## src/rtl/x_mux_trigger_sweep_ctrl.sv

```systemverilog
// x_mux_trigger_sweep_ctrl
//
// Steps the delay-line mux select across a programmed tap range. At every
// tap the select is held for SETTLE cycles so the delay line can settle.
// Trigger hits are then counted over WINDOW cycles, and the per-tap count is
// offered on a valid/ready result stream.
//
// Ports:
//   i_clk, i_nrst         system clock (rising edge), async active-low reset
//   i_start               start a sweep (only honoured in IDLE)
//   i_abort               synchronous abort, any state
//   i_first, i_last       tap range, captured on an accepted start
//   i_hit                 synchronous trigger observation
//   o_sel                 tap select to the mux
//   o_busy                sweep in progress (SETTLE/SAMPLE/REPORT)
//   o_done                one-cycle pulse at normal sweep completion
//   o_res_valid/i_res_ready, o_res_tap, o_res_count   per-tap result stream
module x_mux_trigger_sweep_ctrl #(
    parameter int SEL_W  = 5,
    parameter int SETTLE = 4,
    parameter int WINDOW = 16,
    parameter int CNT_W  = 8
) (
    input  logic             i_clk,
    input  logic             i_nrst,
    input  logic             i_start,
    input  logic             i_abort,
    input  logic [SEL_W-1:0] i_first,
    input  logic [SEL_W-1:0] i_last,
    input  logic             i_hit,
    output logic [SEL_W-1:0] o_sel,
    output logic             o_busy,
    output logic             o_done,
    output logic             o_res_valid,
    input  logic             i_res_ready,
    output logic [SEL_W-1:0] o_res_tap,
    output logic [CNT_W-1:0] o_res_count
);

    typedef enum logic [1:0] {
        S_IDLE,
        S_SETTLE,
        S_SAMPLE,
        S_REPORT
    } state_t;

    // Down-counters are loaded with N-1 and the state ends when they reach 0.
    // This gives exactly N edges in SETTLE and in SAMPLE.
    localparam int ST_W = (SETTLE > 1) ? $clog2(SETTLE) : 1;
    localparam int WN_W = (WINDOW > 1) ? $clog2(WINDOW) : 1;
    localparam logic [ST_W-1:0] SETTLE_LOAD = ST_W'(SETTLE - 1);
    localparam logic [WN_W-1:0] WINDOW_LOAD = WN_W'(WINDOW - 1);

    state_t             state_q, state_d;
    logic [SEL_W-1:0]   sel_q, sel_d;        // also holds the captured first tap
    logic [SEL_W-1:0]   last_q, last_d;
    logic [ST_W-1:0]    settle_q, settle_d;
    logic [WN_W-1:0]    win_q, win_d;
    logic [CNT_W-1:0]   hit_q, hit_d;
    logic               busy_q, busy_d;
    logic               done_q, done_d;
    logic               res_valid_q, res_valid_d;
    logic [SEL_W-1:0]   res_tap_q, res_tap_d;
    logic [CNT_W-1:0]   res_count_q, res_count_d;
    logic [CNT_W-1:0]   hit_now;

    // State register.
    // NOTE: sequential state uses non-blocking (<=) so every flop samples
    // pre-edge values regardless of statement order.
    always_ff @(posedge i_clk or negedge i_nrst) begin
        if (!i_nrst) begin
            state_q     <= S_IDLE;
            sel_q       <= '0;
            last_q      <= '0;
            settle_q    <= '0;
            win_q       <= '0;
            hit_q       <= '0;
            busy_q      <= 1'b0;
            done_q      <= 1'b0;
            res_valid_q <= 1'b0;
            res_tap_q   <= '0;
            res_count_q <= '0;
        end else begin
            state_q     <= state_d;
            sel_q       <= sel_d;
            last_q      <= last_d;
            settle_q    <= settle_d;
            win_q       <= win_d;
            hit_q       <= hit_d;
            busy_q      <= busy_d;
            done_q      <= done_d;
            res_valid_q <= res_valid_d;
            res_tap_q   <= res_tap_d;
            res_count_q <= res_count_d;
        end
    end

    // Next-state and datapath.
    // NOTE: every variable gets a default at the top so no path leaves it
    // unassigned, which would infer a latch.
    always_comb begin
        state_d     = state_q;
        sel_d       = sel_q;
        last_d      = last_q;
        settle_d    = settle_q;
        win_d       = win_q;
        hit_d       = hit_q;
        done_d      = 1'b0;
        res_valid_d = res_valid_q;
        res_tap_d   = res_tap_q;
        res_count_d = res_count_q;

        // The count saturates at all-ones.
        hit_now = hit_q;
        if (i_hit && (hit_q != '1)) begin
            hit_now = hit_q + CNT_W'(1);
        end

        unique case (state_q)
            S_IDLE: begin
                if (i_start) begin
                    if (i_first <= i_last) begin
                        sel_d    = i_first;
                        last_d   = i_last;
                        settle_d = SETTLE_LOAD;
                        state_d  = S_SETTLE;
                    end else begin
                        // An empty range completes at once and produces no result.
                        done_d = 1'b1;
                    end
                end
            end
            S_SETTLE: begin
                if (settle_q == '0) begin
                    hit_d   = '0;
                    win_d   = WINDOW_LOAD;
                    state_d = S_SAMPLE;
                end else begin
                    settle_d = settle_q - ST_W'(1);
                end
            end
            S_SAMPLE: begin
                hit_d = hit_now;
                if (win_q == '0) begin
                    // The final window edge's hit is included in the result.
                    res_valid_d = 1'b1;
                    res_tap_d   = sel_q;
                    res_count_d = hit_now;
                    state_d     = S_REPORT;
                end else begin
                    win_d = win_q - WN_W'(1);
                end
            end
            S_REPORT: begin
                if (i_res_ready) begin
                    res_valid_d = 1'b0;
                    if (sel_q == last_q) begin
                        done_d  = 1'b1;
                        state_d = S_IDLE;
                    end else begin
                        // No wrap possible: sel_q < last_q here.
                        sel_d    = sel_q + SEL_W'(1);
                        settle_d = SETTLE_LOAD;
                        state_d  = S_SETTLE;
                    end
                end
            end
            default: state_d = S_IDLE;
        endcase

        // Abort overrides everything. A concurrent handshake still counts as
        // transferred, a concurrent start is dropped, and o_sel is held.
        if (i_abort) begin
            state_d     = S_IDLE;
            sel_d       = sel_q;
            last_d      = last_q;
            res_valid_d = 1'b0;
            done_d      = 1'b0;
        end

        busy_d = (state_d != S_IDLE);
    end

    // Outputs: registered state straight to the ports.
    always_comb begin
        o_sel       = sel_q;
        o_busy      = busy_q;
        o_done      = done_q;
        o_res_valid = res_valid_q;
        o_res_tap   = res_tap_q;
        o_res_count = res_count_q;
    end

endmodule
```

## config.mk

```make
export PLATFORM = sky130hd
export DESIGN_NAME = x_mux_trigger_sweep_ctrl
export DESIGN_NICKNAME = d
export VERILOG_FILES = /design/src/rtl/x_mux_trigger_sweep_ctrl.sv
export SDC_FILE = /design/constraint.sdc
export NUM_CORES = 1
export LEC_CHECK = 0
export BUFFER_PORTS_ARGS = -buffer_cell sky130_fd_sc_hd__buf_2
export CAP_MARGIN = 10
export CORE_ASPECT_RATIO = 0.5
export CORE_MARGIN = 2
export CORE_UTILIZATION = 57
export DETAILED_ROUTE_END_ITERATION = 12
export GPL_TIMING_DRIVEN = 0
export PLACE_DENSITY_LB_ADDON = 0.08
export SYNTH_ARGS = -nofsm -noshare
export SYNTH_HDL_FRONTEND = slang
export SYNTH_SLANG_ARGS = --single-unit
```

## constraint.sdc

```tcl
create_clock -name i_clk -period 2.6 [get_ports i_clk]
set_input_delay 0.52 -clock i_clk [delete_from_list [all_inputs] [get_ports i_clk]]
set_output_delay 0.52 -clock i_clk [all_outputs]
set_load 0.005 [all_outputs]
```

Word level (Yosys, flattened, before mapping)
Index checks and enable logic that the tools add are counted.
W data, S select, Z words.
{"block": "classes", "add_sub_neg": 4, "order_cmp": 1, "eq_ne": 14, "mux": 35, "bitwise_logic": 1, "n_reduce_logical": 16}
{"op": "$mux W2", "count": 11}
{"op": "$mux W5", "count": 4}
{"op": "$mux W8", "count": 2}
{"op": "$pmux W8 S2", "count": 1}
{"op": "$ne A2 B2 Y1 const B", "count": 7}
{"op": "$reduce_and A6 Y1", "count": 2}
{"op": "$pmux W5 S2", "count": 1}
{"op": "$mux W1", "count": 9}
{"op": "$add A8 B1 Y8 const B", "count": 1}
{"op": "$mux W4", "count": 2}
{"op": "$ne A8 B8 Y1 const B", "count": 1}
{"op": "$pmux W2 S4", "count": 1}
{"op": "$pmux W4 S2", "count": 1}
{"op": "$ne A3 B3 Y1 const B", "count": 2}
{"op": "$pmux W2 S3", "count": 1}
{"op": "$reduce_and A3 Y1", "count": 2}
{"op": "$reduce_bool A2 Y1", "count": 3}
{"op": "$reduce_bool A3 Y1", "count": 2}
{"op": "$add A5 B1 Y5 const B", "count": 1}
{"op": "$eq A5 B5 Y1", "count": 1}
{"op": "$le A5 B5 Y1", "count": 1}
{"op": "$eq A2 B2 Y1 const B", "count": 2}
{"op": "$logic_not A2 Y1", "count": 2}
{"op": "$logic_not A4 Y1", "count": 1}
{"op": "8 further kinds", "count": 10}
{"block": "word_totals", "register_bits": 42, "in_bits": 16, "output_inout_bits": 21}

Longest topological paths before layout
Gate-level depths: netlist (run 1).
{"block": "logic_depth", "ltp_word": 6, "mapped_depth": 8, "mapped_depth_nobuf": 8}

Least setup slack after synthesis (run 1)
Ideal clock, no wire load.
{"block": "synth_path", "kind": "input port to flip-flop", "startpoint": "in i_last[3]", "endpoint": "reg last_q[0]", "setup_ns": 0.125, "arrival_ns": 2.001, "required_ns": 2.475, "slack_ns": 0.474, "stages": 8, "path_cell_list": "inv_1 ha_1 a21o_1 a21oi_1 a32oi_1 nand2b_1 nor3_4 mux2_2"}
{"block": "synth_between", "elab_chain_len": 2}
{"element": "from (decl)", "line_no": "29", "text": "input logic [SEL_W-1:0] i_last,"}
{"element": "$le A5 B5 Y1", "line_no": "122", "text": "if (i_first <= i_last) begin"}
{"element": "$reduce_and A4 Y1 (no line)"}
{"element": "to (signal assigned)", "line_no": "86", "text": "last_q <= last_d;"}
{"element": "to (decl)", "line_no": "56", "text": "logic [SEL_W-1:0] last_q, last_d;"}
Every way passes these cells.
A chain may end at the register's enable or synchronous reset.

Worst setup path in the final report (run 1)
{"block": "layout_path", "startpoint": "reg state_q[0]", "endpoint": "reg res_count_q[5], in the netlist o_res_count[5]"}
{"block": "layout_between", "elab_chain_len": 2}
{"element": "from (decl)", "line_no": "54", "text": "state_t state_q, state_d;"}
{"element": "from (signal assigned)", "line_no": "84", "text": "state_q <= state_d;"}
{"element": "$eq A2 B2 Y1", "line_no": "119", "text": "unique case (state_q)"}
{"element": "$reduce_and A2 Y1 (no line)"}
{"element": "to (signal assigned)", "line_no": "94", "text": "res_count_q <= res_count_d;"}
{"element": "to (decl)", "line_no": "64", "text": "logic [CNT_W-1:0] res_count_q, res_count_d;"}
Every way passes these cells.

==> qor.csv, run 1 <==
stage,metric,value,unit
run_status,outcome,"complete, no violations",
worst_setup_path,critPathCaptureType,flip-flop,
drt,vias,2262,
sta,worst_pin_slew,0.930,ns
cts,cts.sinks,42,
floorplanning,placementRows,17,
worst_setup_path,critPathMaxStageDelay,0.41,ns
floorplanning,die_w,99.4,um
power,leakage,0.00135,uW
sta,tns,0,ns
drt,detail_route.wl_per_cell,14.9,um
cts,path_clk_slew,0.08,ns
yosys,ys.flop_type,dfrtp_1,
power,max-vdd-ir-drop,448,uV
layout,register_area,0.00105,mm^2
floorplanning,pin_count,37,
layout,fin_nets,357,
sta,slew-limit-headroom,38.0,%
sta,maxSlewViolCount,0,
cts,clock-root-buffer,clkbuf_8,
layout,nFillCells,361,
hold_path,hold_class,in2async,
sta,fin_skew,0.00566,ns
yosys,synth.distinct_cells,54,
run,maxCapViolCount,0,
cts,post_cts_buffers,0,
global_routing,grt_pass1_vias,2155,
floorplanning,core-area,0.00438,mm^2
sta,post-route-min-period,2.19,ns
worst_setup_path,reg2reg_to,o_res_count[5]$_DFFE_PN0P_,
layout,diodes,0,
drt,drcViolationCount,0,
yosys,syn_nets,314,
worst_setup_path,cp-endpoint,o_res_count[5]$_DFFE_PN0P_,
global_routing,grt_max_degree,43,
cts,cts_tree,yes,
global_routing,antenna_found_initial,0,
yosys,synth_edf_count,0,
drt,ant_nets,0,
layout,utilization,66.7,%
worst_setup_path,arrival,2.36,ns
sta,rsz0062_at_grt,false,
cts,cts_buffers,5,
yosys,syn_inst,284,
placed_design,io_buffers,36,
cts,worst_skew_pair.late_latency,0.30,ns
worst_setup_path,regToRegStartpoint,state_q[0]$_DFF_PN0_,
worst_setup_path,crit_chain,inv_1 > ha_1 > buf_2 > nand3_1 > clkbuf_1 > nand2_1 > o21ai_0,
worst_setup_path,path_max_fanout,10,
sta,fin_crit_sh,84.2,%
floorplanning,start_util,59.2,%
sta,hold_viol_final,0,
drt,drt_iter0_markers,101,
floorplanning,die_h,51.7,um
placed_design,gp_congestion,0.832,
worst_setup_path,worstPathRequired,2.77,ns
drt,viasPerCell,5.89,
yosys,netlist_area,0.00259,mm^2
global_routing,grt_first_pass_wirelength,9780,um
power,power_density,654,mW/mm^2
layout,area_delta_synth_final,12.6,%
drt,wl,5740,um
layout,final_cells,384,
global_routing,overflow,0,
yosys,ys_warn_count,0,
worst_setup_path,path_class,reg2reg,
layout,drive_gt1_share,20.5,%
cts,holdBufCountCts,0,
worst_setup_path,worstSetupStartpoint,state_q[0]$_DFF_PN0_,
cts,cts_resized,0,
sta,max_freq,0.457,GHz
drt,dr.pass1.iters,4,
yosys,avgSynthCellArea,9.14,um^2
worst_setup_path,cp-start-kind,flip-flop,
yosys,synth-async-reset-ratio,100,%
worst_setup_path,r2r_cells,7,
global_routing,grtUsageTotal,24.4,%
yosys,ys_ff_latch,42,
placed_design,hpwl,4220,um
power,p_total,1910,uW
worst_setup_path,crit_path_top_delay_cell,dfrtp_1,
cts,clockBufferDepth,2,
layout,multi_input_area,0.00144,mm^2
sta,final-setup-viol-count,0,
yosys,synth_seq_area_share,40.5,%
placed_design,dp.cells,377,
worst_setup_path,r2r_slack,0.41,ns
floorplanning,die_area,0.00514,mm^2
cts,h-tree-depth,2,
-- area by class of cell --
type,instances,share of cell area (%)
plain buffers,9,1.50
inverters,17,2.18
well taps,57,2.44
clock buffers,7,2.61
repair buffers,36,6.16
flip-flops and latches,42,36.0
multi-input cells,216,49.1
-- worst max-delay path, delay by kind of cell (launching register included) --
family,cells,cell delay [ns]
buf+inv,3,0.80
flops,1,0.41
simple gates,2,0.44
fa+ha+maj,1,0.32
compound gates,1,0.07
-- registers in the layout (all words and copies together), names as in the netlist --
name,cells
settle_q,2
o_busy,1
o_res_tap,5
state_q,2
o_res_count,8
last_q,5
o_sel,5
o_done,1
hit_q,8
o_res_valid,1
win_q,4
-- cells in the mapped netlist, drive strengths merged, types with 5 or more instances --
cell type | n | area, um^2
mux2i | 9 | 90.1
a21oi | 13 | 68.8
o21ai | 18 | 93.8
inv | 16 | 60.1
nand2 | 39 | 146
nand3 | 15 | 80.1
mux2 | 9 | 101
a31oi | 6 | 37.5
nor2 | 27 | 101
nor3 | 9 | 72.6
ha | 14 | 175
clkbuf | 6 | 26.3
dfrtp | 42 | 1050
xor2 | 5 | 43.8
-- worst min path at each step --
stage,cells past startpoint,endpoint,start
2_1_floorplan,0,hit_q[0]$_DFFE_PN0P_,i_nrst
6_report,1,o_res_count[2]$_DFFE_PN0P_,i_nrst
5_1_grt,1,o_res_count[5]$_DFFE_PN0P_,i_nrst
4_1_cts,1,o_res_count[5]$_DFFE_PN0P_,i_nrst
3_3_place_gp,2,o_res_count[7]$_DFFE_PN0P_,o_res_count[7]$_DFFE_PN0P_
3_5_place_dp,2,o_res_count[4]$_DFFE_PN0P_,o_res_count[4]$_DFFE_PN0P_
-- placed cells by master (no fill, tap or decap), types with 3 or more instances in the layout --
| cell type | n |
|---|---|
| a21boi_1 | 3 |
| a21oi_1 | 12 |
| a221o_1 | 4 |
| a31oi_1 | 6 |
| and3_1 | 4 |
| buf_2 | 38 |
| clkbuf_1 | 7 |
| clkbuf_8 | 5 |
| dfrtp_1 | 42 |
| ha_1 | 14 |
| inv_1 | 16 |
| mux2_2 | 9 |
| mux2i_1 | 9 |
| nand2_1 | 39 |
| nand2b_1 | 3 |
| nand3_1 | 14 |
| nor2_1 | 27 |
| nor2b_1 | 4 |
| nor3_1 | 6 |
| o21a_1 | 4 |
| o21ai_0 | 16 |
| xor2_1 | 5 |
-- logic make-up after synthesis --
logic type	share of synthesized area, %
compound gates	18.0
xor+xnor	1.69
fa+ha+maj	6.75
buf+inv	4.15
flops	40.5
mux	7.38
simple gates	21.5
-- routing by layer --
layer	track usage, %	wire, um
met1	31.8	2740
met3	5.38	352
met4	6.62	64
met2	42.0	2590
met5	0	0
-- stage by stage --
stage / hold slack [ns] / area, um^2 / setup slack [ns]
global placement: 0.444 / 2850 / 0.206
detailed placement: 0.455 / 2850 / 0.163
floorplan: 0.224 / 2590 / 0.474
finish: 0.357 / 2920 / 0.412
CTS: 0.387 / 2920 / 0.411
global route: 0.433 / 2920 / 0.170
-- report_power, final --
group	total, uW	switching [uW]	leakage (uW)	internal [uW]
Combinational	569	301	0.000797	269
Sequential	943	163	0.000516	780
Clock	400	215	0.0000383	185
Power figures use the tool's default switching activity.
==> run 2: changes to the inputs <==
clock period = 2.14 ns   (was 2.6 ns; I/O delays follow)
==> qor.csv, run 2 (synthesis results as in run 1) <==
stage,metric,value,unit,change
power,seq_power_share,49.1,%,-0.2 points
layout,area_delta_synth_final,13.5,%,
sta,rsz0062_at_grt,true,,
sta,hold_viol_final,0,,unchanged
sta,final-setup-viol-count,0,,unchanged
placed_design,gp_congestion,0.832,,unchanged
cts,clock-root-buffer,clkbuf_8,,
sta,fin_crit_sh,94.6,%,
worst_setup_path,regToRegStartpoint,state_q[0]$_DFF_PN0_,,
global_routing,grt_max_degree,43,,unchanged
global_routing,overflow,0,,unchanged
power,p_int,1500,uW,+22%
placed_design,placed_area,0.00285,mm^2,unchanged
layout,final_cell_mix,"42 x dfrtp_1, 39 x nand2_1, 37 x buf_2, 27 x nor2_1",,
global_routing,grtUsageTotal,24.4,%,unchanged
power,leakage,0.00136,uW,+0.43%
drt,wl,5830,um,+1.7%
placed_design,io_buffers,36,,unchanged
cts,clockBufferDepth,2,,unchanged
cts,h-tree-depth,2,,unchanged
worst_setup_path,path_class,in2reg,,
floorplanning,die_h,51.7,um,unchanged
cts,post_cts_buffers,0,,unchanged
cts,path_clk_slew,0.07,ns,about the same
cts,cts_tree,yes,,
layout,final_cell_area,0.00295,mm^2,+0.77%
power,power_density,793,mW/mm^2,+21%
drt,drcViolationCount,0,,unchanged
drt,vias,2274,,+0.53%
cts,cts.sinks,42,,unchanged
global_routing,antenna_found_initial,0,,unchanged
floorplanning,core-area,0.00438,mm^2,unchanged
worst_setup_path,worstSetupStartpoint,i_first[1],,
sta,post-route-min-period,2.03,ns,
layout,drive_gt1_share,22.6,%,+2.1 points
sta,slew-limit-headroom,38.3,%,+0.37 points
layout,layout_commonest_cell,dfrtp_1,,
worst_setup_path,reg2reg_to,o_sel[4]$_DFFE_PN0P_,,
power,p_sw,833,uW,+23%
cts,cts_buffers,5,,unchanged
worst_setup_path,arrival,2.21,ns,-0.15 ns
worst_setup_path,r2r_slack,0.13,ns,-0.28 ns
worst_setup_path,critPathCaptureType,flip-flop,,
drt,ant_nets,0,,unchanged
sta,fin_skew,0.00354,ns,-0.00212 ns
hold_path,hold_class,in2async,,
worst_setup_path,path_max_fanout,5,,-5
global_routing,grt_first_pass_wirelength,9780,um,unchanged
power,max-vdd-ir-drop,548,uV,+22%
floorplanning,die_area,0.00514,mm^2,unchanged
sta,maxSlewViolCount,0,,unchanged
layout,nFillCells,359,,-0.55%
layout,final_cells,384,,unchanged
power,p_comb_share,30.0,%,+0.2 points
sta,whs,0.261,ns,-0.0956 ns
drt,viasPerCell,5.92,,+0.53%
floorplanning,die_w,99.4,um,unchanged
placed_design,dp.cells,377,,unchanged
cts,worst_skew_pair.late_latency,0.30,ns,about the same
floorplanning,start_util,59.2,%,unchanged
layout,fin_nets,357,,unchanged
layout,utilization,67.2,%,+0.51 points
drt,drt_iter0_markers,86,,-15%
run,maxCapViolCount,0,,unchanged
worst_setup_path,worstPathRequired,2.32,ns,-0.45 ns
floorplanning,pin_count,37,,unchanged
sta,max_freq,0.494,GHz,
placed_design,hpwl,4220,um,unchanged
worst_setup_path,r2r_cells,8,,+1
floorplanning,placementRows,17,,unchanged
sta,worst_pin_slew,0.925,ns,-0.00548 ns
worst_setup_path,cp-start-kind,input pin,,
power,pwr-share-clk,20.9,%,about the same
run_status,outcome,"complete, no violations",,
drt,dr.pass1.iters,4,,unchanged
drt,detail_route.wl_per_cell,15.2,um,+1.7%
power,power.share.switching,35.7,%,+0.17 points
global_routing,grt_pass1_vias,2155,,unchanged
layout,diodes,0,,unchanged
run 2: what timing repair did:
| item | CTS | global route |
|---|---|---|
| gates cloned | 0 | 0 |
| hold buffers | 0 | 0 |
| setup endpoints to repair | 10 | 24 |
| gates resized for setup | 1 | 9 |
| pin swaps | 0 | 2 |
run 2: power by group through the flow:
stage / Clock (uW) / Sequential [uW] / Combinational [uW]
after floorplan: 0 / 1120 / 490
after global placement: 0 / 1150 / 667
after detailed placement: 0 / 1160 / 693
after CTS: 499 / 1140 / 696
after global routing: 520 / 1170 / 785
final: 487 / 1150 / 701
run 2: metrics by stage:
stage | worst slack [ns] | setup TNS (ns) | total power [uW]
floorplan | 0.106 | 0 | 1610
global placement | -0.162 | -1.03 | 1820
detailed placement | -0.205 | -1.50 | 1850
CTS | 0.0857 | 0 | 2340
global route | -0.00661 | -0.0173 | 2480
finish | 0.115 | 0 | 2340
run 2: worst max-delay path, cell delays in order:
cell and delay [ns]:
buf_2 0.11, ha_1 0.32, nor2b_1 0.16, o21ai_2 0.17, a32oi_1 0.11, nand2b_2 0.24
nor3_4 0.30, mux2_2 0.37
run 2: cell type report:
class	count	area, um^2	share of cell area (%)
Multi-Input combinational cell	216	1450	49.4
Sequential cell	42	1050	35.7
Timing Repair Buffer	36	180	6.12
Clock buffer	7	76.3	2.59
Tap cell	57	71.3	2.42
Inverter	17	63.8	2.17
Buffer	9	48.8	1.66
run 2: worst max-delay path by stage:
stage	end	slack, ns	cells after the start
floorplan	last_q[0]$_DFFE_PN0P_	0.11	8
global placement	last_q[2]$_DFFE_PN0P_	-0.16	8
detailed placement	last_q[4]$_DFFE_PN0P_	-0.20	8
CTS	o_res_count[5]$_DFFE_PN0P_	0.09	7
global route	o_sel[3]$_DFFE_PN0P_	-0.007	8
finish	last_q[0]$_DFFE_PN0P_	0.11	8
run 2: per-layer routing:
metal,up-vias,wire length (um),track usage (%)
met3,8,365,5.38
met2,74,2660,42.0
met1,1095,2740,31.8
li1,1097,-,-
met5,-,0,0
met4,0,63,6.62
